## config.mk

```make
export PLATFORM = sky130hd
export DESIGN_NAME = b01_result_collector
export DESIGN_NICKNAME = d
export VERILOG_FILES = /design/src/rtl/b01_collect_pkg.sv /design/src/rtl/b01_shift_in.sv /design/src/rtl/b01_result_collector.sv
export SDC_FILE = /design/constraint.sdc
export NUM_CORES = 1
export LEC_CHECK = 0
export BUFFER_PORTS_ARGS = -buffer_cell sky130_fd_sc_hd__buf_4
export CORE_ASPECT_RATIO = 2
export CORE_MARGIN = 2
export CORE_UTILIZATION = 40
export CTS_CLUSTER_DIAMETER = 100
export CTS_CLUSTER_SIZE = 20
export DETAILED_ROUTE_END_ITERATION = 10
export GPL_ROUTABILITY_DRIVEN = 0
export SYNTH_ARGS = -nofsm -noshare
export SYNTH_HDL_FRONTEND = slang
export SYNTH_SLANG_ARGS = --single-unit
```

## constraint.sdc

```tcl
create_clock -name clock -period 2.3 [get_ports clock]
set_clock_uncertainty 0.2 [all_clocks]
set_input_delay 0.115 -clock clock [delete_from_list [all_inputs] [get_ports clock]]
set_output_delay 0.115 -clock clock [all_outputs]
set_load 0.01 [all_outputs]
```

## src/rtl/b01_collect_pkg.sv

```systemverilog
// Shared types for the b01 result collector.
// Holds the output buffer state encoding and counter sizing.
package b01_collect_pkg;

   typedef enum logic [1:0] {
      EMPTY = 2'd0,
      ONE   = 2'd1,
      TWO   = 2'd2
   } buf_state_t;

   function automatic int CNT_W(input int width);
      return (width <= 2) ? 1 : $clog2(width);
   endfunction

endpackage

```

## src/rtl/b01_shift_in.sv

```systemverilog
// Serial-to-parallel word assembler, LSB first.
// Pulses word_done with the full word on its last bit.
module b01_shift_in
   import b01_collect_pkg::*;
#(
   parameter int WIDTH = 8
) (
   input  logic             clock,
   input  logic             reset_n,
   input  logic             bit_in,
   input  logic             ovf_in,
   input  logic             bit_valid,
   output logic             word_done,
   output logic [WIDTH-1:0] word,
   output logic             ovf,
   output logic             busy
);

   localparam int CW = CNT_W(WIDTH);
   localparam logic [CW-1:0] LAST = CW'(WIDTH - 1);

   logic [CW-1:0]    cnt_q, cnt_d;
   logic [WIDTH-1:0] sh_q, sh_d;
   logic             ovf_q, ovf_d;

   // Insert the sampled bit and advance or wrap the bit counter
   always_comb begin
      cnt_d     = cnt_q;
      sh_d      = sh_q;
      ovf_d     = ovf_q;
      word_done = 1'b0;
      if (bit_valid) begin
         for (int i = 0; i < WIDTH; i++) begin
            if (cnt_q == CW'(i)) sh_d[i] = bit_in;
         end
         if (cnt_q == LAST) begin
            word_done = 1'b1;
            cnt_d     = '0;
            ovf_d     = 1'b0;
         end else begin
            cnt_d = cnt_q + 1'b1;
            ovf_d = ovf_q | ovf_in;
         end
      end
   end

   assign word = sh_d;
   assign ovf  = ovf_q | ovf_in;
   assign busy = (cnt_q != '0);

   // Assembly state register
   always_ff @(posedge clock or negedge reset_n) begin
      if (!reset_n) begin
         cnt_q <= '0;
         sh_q  <= '0;
         ovf_q <= 1'b0;
      end else begin
         cnt_q <= cnt_d;
         sh_q  <= sh_d;
         ovf_q <= ovf_d;
      end
   end

endmodule

```

## src/rtl/b01_result_collector.sv

```systemverilog
// Packs the comparator bit stream into words and hands them out
// through a 2-slot valid/ready buffer with a saturating drop count.
module b01_result_collector
   import b01_collect_pkg::*;
#(
   parameter int WIDTH  = 8,
   parameter int DROP_W = 8
) (
   input  logic              clock,
   input  logic              reset_n,
   input  logic              bit_in,
   input  logic              ovf_in,
   input  logic              bit_valid,
   output logic [WIDTH-1:0]  word_out,
   output logic              ovf_out,
   output logic              out_valid,
   input  logic              out_ready,
   output logic [DROP_W-1:0] drop_cnt,
   output logic              busy
);

   logic             push;
   logic [WIDTH-1:0] new_word;
   logic             new_ovf;
   logic             pop;

   buf_state_t        state_q, state_d;
   logic [WIDTH-1:0]  o_word_q, o_word_d;
   logic              o_ovf_q, o_ovf_d;
   logic [WIDTH-1:0]  h_word_q, h_word_d;
   logic              h_ovf_q, h_ovf_d;
   logic [DROP_W-1:0] drop_q, drop_d;

   b01_shift_in #(
      .WIDTH(WIDTH)
   ) u_shift_in (
      .clock    (clock),
      .reset_n  (reset_n),
      .bit_in   (bit_in),
      .ovf_in   (ovf_in),
      .bit_valid(bit_valid),
      .word_done(push),
      .word     (new_word),
      .ovf      (new_ovf),
      .busy     (busy)
   );

   assign pop = (state_q != EMPTY) && out_ready;

   // Buffer next-state: O slot feeds outputs, H slot holds overflow
   always_comb begin
      state_d  = state_q;
      o_word_d = o_word_q;
      o_ovf_d  = o_ovf_q;
      h_word_d = h_word_q;
      h_ovf_d  = h_ovf_q;
      drop_d   = drop_q;
      case (state_q)
         EMPTY: begin
            if (push) begin
               state_d  = ONE;
               o_word_d = new_word;
               o_ovf_d  = new_ovf;
            end
         end
         ONE: begin
            if (push && !pop) begin
               state_d  = TWO;
               h_word_d = new_word;
               h_ovf_d  = new_ovf;
            end else if (push && pop) begin
               o_word_d = new_word;
               o_ovf_d  = new_ovf;
            end else if (pop) begin
               state_d = EMPTY;
            end
         end
         TWO: begin
            if (pop && push) begin
               o_word_d = h_word_q;
               o_ovf_d  = h_ovf_q;
               h_word_d = new_word;
               h_ovf_d  = new_ovf;
            end else if (pop) begin
               state_d  = ONE;
               o_word_d = h_word_q;
               o_ovf_d  = h_ovf_q;
            end else if (push) begin
               if (drop_q != '1) drop_d = drop_q + 1'b1;
            end
         end
         default: state_d = EMPTY;
      endcase
   end

   // Buffer and drop counter registers
   always_ff @(posedge clock or negedge reset_n) begin
      if (!reset_n) begin
         state_q  <= EMPTY;
         o_word_q <= '0;
         o_ovf_q  <= 1'b0;
         h_word_q <= '0;
         h_ovf_q  <= 1'b0;
         drop_q   <= '0;
      end else begin
         state_q  <= state_d;
         o_word_q <= o_word_d;
         o_ovf_q  <= o_ovf_d;
         h_word_q <= h_word_d;
         h_ovf_q  <= h_ovf_d;
         drop_q   <= drop_d;
      end
   end

   assign word_out  = o_word_q;
   assign ovf_out   = o_ovf_q;
   assign out_valid = (state_q != EMPTY);
   assign drop_cnt  = drop_q;

endmodule

```

# Word level (Yosys, flattened, before mapping)
# Cells that the tools add are included.
# Widths: inputs -> output; s select.
# totals
reg_bits	40
inputBits	6
out_inout_bits	19
wordCells	84
# op_classes
addsub	2
n_eq_ne	20
mux	36
n_bitwise	3
reduce_logical	14
# op_table
cell	n
$mux 8	7
$pmux 8 s3	1
$mux 1	17
$pmux 8 s2	1
$reduce_and 5->1	3
$ne 2x2->1 const B	7
$eq 3x3->1 const B	4
$mux 2	6
$ne 3x3->1 const B	3
$add 8x1->8 const B	1
$ne 8x8->1 const B	1
$eq 3x2->1 const B	2
$pmux 2 s3	1
$reduce_bool 3->1	2
$reduce_bool 2->1	2
$add 3x1->3 const B	1
$eq 3x1->1 const B	1
$logic_and 1x1->1	3
$logic_not 3->1	1
$mux 3	1
$pmux 1 s3	1
$reduce_and 3->1	1
$eq 2x1->1 const B	1
$eq 2x2->1 const B	1
5 further kinds	6

# Depth between registers and ports, before layout
# logic_depth
depth_word	7
mapped_depth	7
depth_no_buf	6

# Cells and area by module
# A second synthesis with hierarchy kept.
# unflattened
cells_unflattened	150
area_unflattened_um2	2058.2
# by_module_without_submodules
mod	n_inst	cells_per_inst	area_each_um2	seq_area_each_um2
b01_result_collector	1	99	1410.1	700.7
b01_shift_in	1	51	648.1	300.3

# Least setup slack after synthesis
# No wires, ideal clock.
# synth_path
path_kind	register to register
from	register u_shift_in.cnt_q[0]
to	register o_word_q[6], in the netlist word_out[6]
setup_ps	77
t_arrival_ps	1679
required_time_ps	2023
setup_slack_ps	344
path_stages_with_launch	8
path_buffers	1
synth_period_minus_slack_ps	1956
path_cell_list	dfrtp_1 > ha_1 > ha_1 > nand2_2 > nor3_2 > buf_2 > a211oi_1 > a21oi_1
# synth_between
elab_chain_len	6
# synth_rtl
item	line_no	source
from (decl)	b01_shift_in.sv:22	logic [CW-1:0] cnt_q, cnt_d;
from (signal assigned)	b01_shift_in.sv:58	cnt_q <= cnt_d;
$eq 3x3->1 (on tied branches)	b01_shift_in.sv:34, b01_shift_in.sv:36	
$mux 1 (on tied branches)	b01_shift_in.sv:34, b01_shift_in.sv:36	
$mux 8 or $mux 1 (tied branches)	b01_shift_in.sv:32	if (bit_valid) begin
$mux 8, or another cell as far along	b01_result_collector.sv:71	end else if (push && pop) begin
$mux 8, or another cell as far along	b01_result_collector.sv:67	if (push && !pop) begin
$pmux 8 s3 or $reduce_and 5->1 (tied branches)	-	
to (signal assigned)	b01_result_collector.sv:107	o_word_q <= o_word_d;
to (decl)	b01_result_collector.sv:28	logic [WIDTH-1:0] o_word_q, o_word_d;
# Several ways; a longest one is shown, not always the timed one. The select of a mux whose other input is x is not followed.
# A chain may end at the register's enable or synchronous reset.

# Final worst setup path
# layout_path
from	register u_shift_in.cnt_q[0]
to	register o_word_q[3], in the netlist word_out[3]
# layout_between
elab_chain_len	6
# layout_rtl
item	line_no
$eq 3x2->1 or $eq 3x3->1 (tied branches)	b01_shift_in.sv:34, b01_shift_in.sv:36
$mux 1 (on tied branches)	b01_shift_in.sv:34, b01_shift_in.sv:36
$mux 8 or $mux 1 (tied branches)	b01_shift_in.sv:32
$mux 8, or another cell as far along	b01_result_collector.sv:71
$mux 8, or another cell as far along	b01_result_collector.sv:67
$pmux 8 s3 or $reduce_and 5->1 (tied branches)	-
# Several ways; a longest one is shown, not always the timed one. The select of a mux whose other input is x is not followed.

==> metrics.md <==
| Metric | Value |
|---|---|
| N_diodes | `0` |
| CP max stage cell | `dfrtp_1` |
| Num ports | `25` |
| Clk buf depth | `2` |
| Layout cells sized above 1 | `between 20 and 25%` |
| Slew headroom | `57.0%` |
| Post-synthesis cell area | `between 1500 and 2000 sq um` |
| Sink Count | `40` |
| Syn Area/Cell | `around 11 sq um` |
| Fin crit period | `just over 2000 ps` |
| First-pass iteration count of the detailed router | `4` |
| Worst VDD drop | `just under 0.6 mV` |
| First-pass GRT wire length | `6.48 mm` |
| Crit path buffers/inverters | `1` |
| Vias per cell | `slightly above 5` |
| Fillers | `~450` |
| Critical Path Source Type | `flop` |
| Fin. Hold Viols | `0` |
| Final ANT Viol Nets | `0` |
| Via Count | `~1300` |
| Die Area | `roughly 5200 sq um` |
| DP HPWL | `2.69 mm` |
| Setup Crit Path Kind | `reg -> reg` |
| Finish-stage setup viols | `0` |
| Multi-input logic area | `between 700 and 800 sq um` |
| RSZ-0062 raised after global routing | `false` |
| CP cell instances | `ha_1 -> ha_1 -> nand2_2 -> nor3_2 -> buf_4 -> a211oi_1 -> a21oi_1` |
| Max Fclk | `497 MHz` |
| CTS Root Cell | `clkbuf_8` |
| Total global-route track usage | `approximately 17%` |
| Top post-synthesis cells by area | `dfrtp_1 (54%), mux2i_1 (4.9%), ha_1 (4.7%)` |
| CP delay by family, top | `adder cells` |
| Cell variety after synth | `34` |
| Setup Buffers After CTS | `0` |
| Vias in the first global route | `between 1000 and 1500` |
| WHS Path Cells | `3` |
| DRT iter0 DRCs | `16` |
| Leakage | `0.00110 uW` |
| Clk_lat worst skew | `~290 ps` |
| Critical Path Stages | `7` |
| Number of synthesized flops with an enable pin | `0` |
| Yosys top cell by area | `dfrtp_1` |
| Num CTS Buffers | `5` |
| Die X | `~52 microns` |
| Setup TNS | `0 ps` |
| Commonest cells post-synth | `dfrtp_1 (40), nand2_1 (19), inv_1 (13), o21ai_0 (13), a21oi_1 (12)` |
| CTS tree | `done` |
| Slew Limit Fails | `0` |
| Crit path max fanout | `18` |
| Tot Pwr | `~2400 uW` |
| Initial antenna violation count | `0` |
| Most used flip-flop cell after synthesis | `dfrtp_1` |
| Synthesized instance count | `173` |
| Worst setup EP type | `flop` |
| Crit-path max cell delay | `around 420 ps` |
| Number of nets in the layout | `218` |
| Final wirelength | `3.70 mm` |
| Core area | `around 4600 sq um` |
| Starting Density | `about 40%` |
| WL/cell | `14.2 microns` |
| Drt drc | `0` |
| Seq. cell area | `roughly 1000 sq um` |
| Cell mode on critical path | `ha_1` |
| Slew of the pin with the lowest slew margin | `644 ps` |
| Synthesized flop and latch total | `40` |
| Most common cell in the synthesized netlist | `dfrtp_1` |
| Clock slew at reported path FFs | `80 ps` |
| # port buffers | `24` |
| Resize count post-CTS | `0` |
| H-tree Lvls | `2` |
| Fin crit share | `roughly 90%` |
| Hold bufs inserted after CTS | `5` |
| MaxCap Viol Count | `0` |
| Syn-to-layout area delta | `21.5%` |
| Cell area power density | `roughly 1000 nW/um^2` |
| Post-synthesis sequential area ratio | `a little over half` |
| Post-Syn Nets | `about 190` |
| Outcome | `completed` |
| Post-synth top area share | `a little over half` |
| Chip height | `~100 microns` |
| Worst Reg-to-Reg Cells | `7` |
| Pin count of the biggest net entering global routing | `41` |
| Worst Path Required | `between 2000 and 2500 ps` |
| Remaining Overflow, GRT | `0` |
| Syn. warnings | `0` |
| Rows | `35` |
| Worst Path Arrival | `1970 ps` |
| FFs w/ async S/R, synth | `100%` |
| Hold Crit Class | `in -> reg` |
[placed cells by master (no fill, tap or decap), types with 3 or more instances in the layout]
cell	n
dfrtp_1	40
buf_4	26
nand2_1	19
inv_1	13
o21ai_0	13
a21oi_1	12
nor2b_1	10
mux2i_1	9
a211oi_1	8
ha_1	7
nand3_1	6
clkbuf_8	5
dlygate4sd3_1	5
xnor2_1	4
nor2_1	3
[cells by family (layout without fill, tap and decap cells)]
kind of cell,after synthesis,in the layout,synth area share (%)
AND/OR/NAND/NOR,52,52,15.5
AO/OA/AOI/OAI,38,38,12.9
multiplexers,11,11,6.07
buffers and inverters,19,52,4.05
XOR/XNOR,6,6,2.83
adder cells (fa/ha/maj),7,7,4.72
flip-flops,40,40,54.0
[metrics by stage]
step / util (%) / std cells / area, sq um / worst slack (ps) / hold WS [ps]
CTS: 49.5 / 261 / 2250 / 289 / 61.6
finish: 49.5 / 261 / 2250 / 290 / 57.6
global route: 49.5 / 261 / 2250 / 85.4 / 69.2
detailed placement: 45.9 / 248 / 2090 / 310 / -75.8
floorplan: - / 173 / 1850 / 344 / -381
global placement: 45.9 / 248 / 2090 / 367 / -87.0
[layout make-up]
type / count / share of cell area [%]
Sequential cell: 40 / 44.4
Multi-Input combinational cell: 114 / 34.5
Timing Repair Buffer: 31 / 10.9
Clock buffer: 5 / 3.05
Tap cell: 55 / 3.05
Inverter: 13 / 2.17
Clock inverter: 3 / 1.89
[final timing paths]
| path | from | end | slack (ps) |
|---|---|---|---|
| hold reg to reg | h_word_q[5] | h_word_q[5] | 290 |
| max in group asynchronous | reset_n | word_out[5] | 1410 |
| min in group asynchronous | reset_n | word_out[2] | 120 |
| setup / recovery | u_shift_in.cnt_q[0] | word_out[3] | 290 |
| hold / removal | out_ready | state_q[1] | 60 |
| setup reg to reg | u_shift_in.cnt_q[0] | word_out[3] | 290 |
[tightest hold or removal path, stage by stage]
cell and delay [ps]:
buf_4 100, or3b_4 160, o21ai_0 110
[where the power goes]
group	total [uW]	leakage (uW)	internal, uW	switching, uW
logic	750	0.000541	354	396
clock network	559	0.0000541	321	238
registers	1050	0.000508	931	123
total	2360	0.00110	1610	758
[registers in the layout, indices dropped and copies added (netlist names)]
| register | count |
|---|---|
| u_shift_in.ovf_q | 1 |
| state_q | 2 |
| word_out | 8 |
| u_shift_in.cnt_q | 3 |
| h_ovf_q | 1 |
| drop_cnt | 8 |
| u_shift_in.sh_q | 8 |
| ovf_out | 1 |
| h_word_q | 8 |
[routing by layer]
layer	track usage [%]	part of all wire (%)	vias to the layer above
li1	-	-	651
met1	16.6	39	639
met2	31.3	56	21
met3	2.98	3.0	5
met4	8.68	2.0	0
met5	0	0	-
Power figures use the tool's default switching activity.
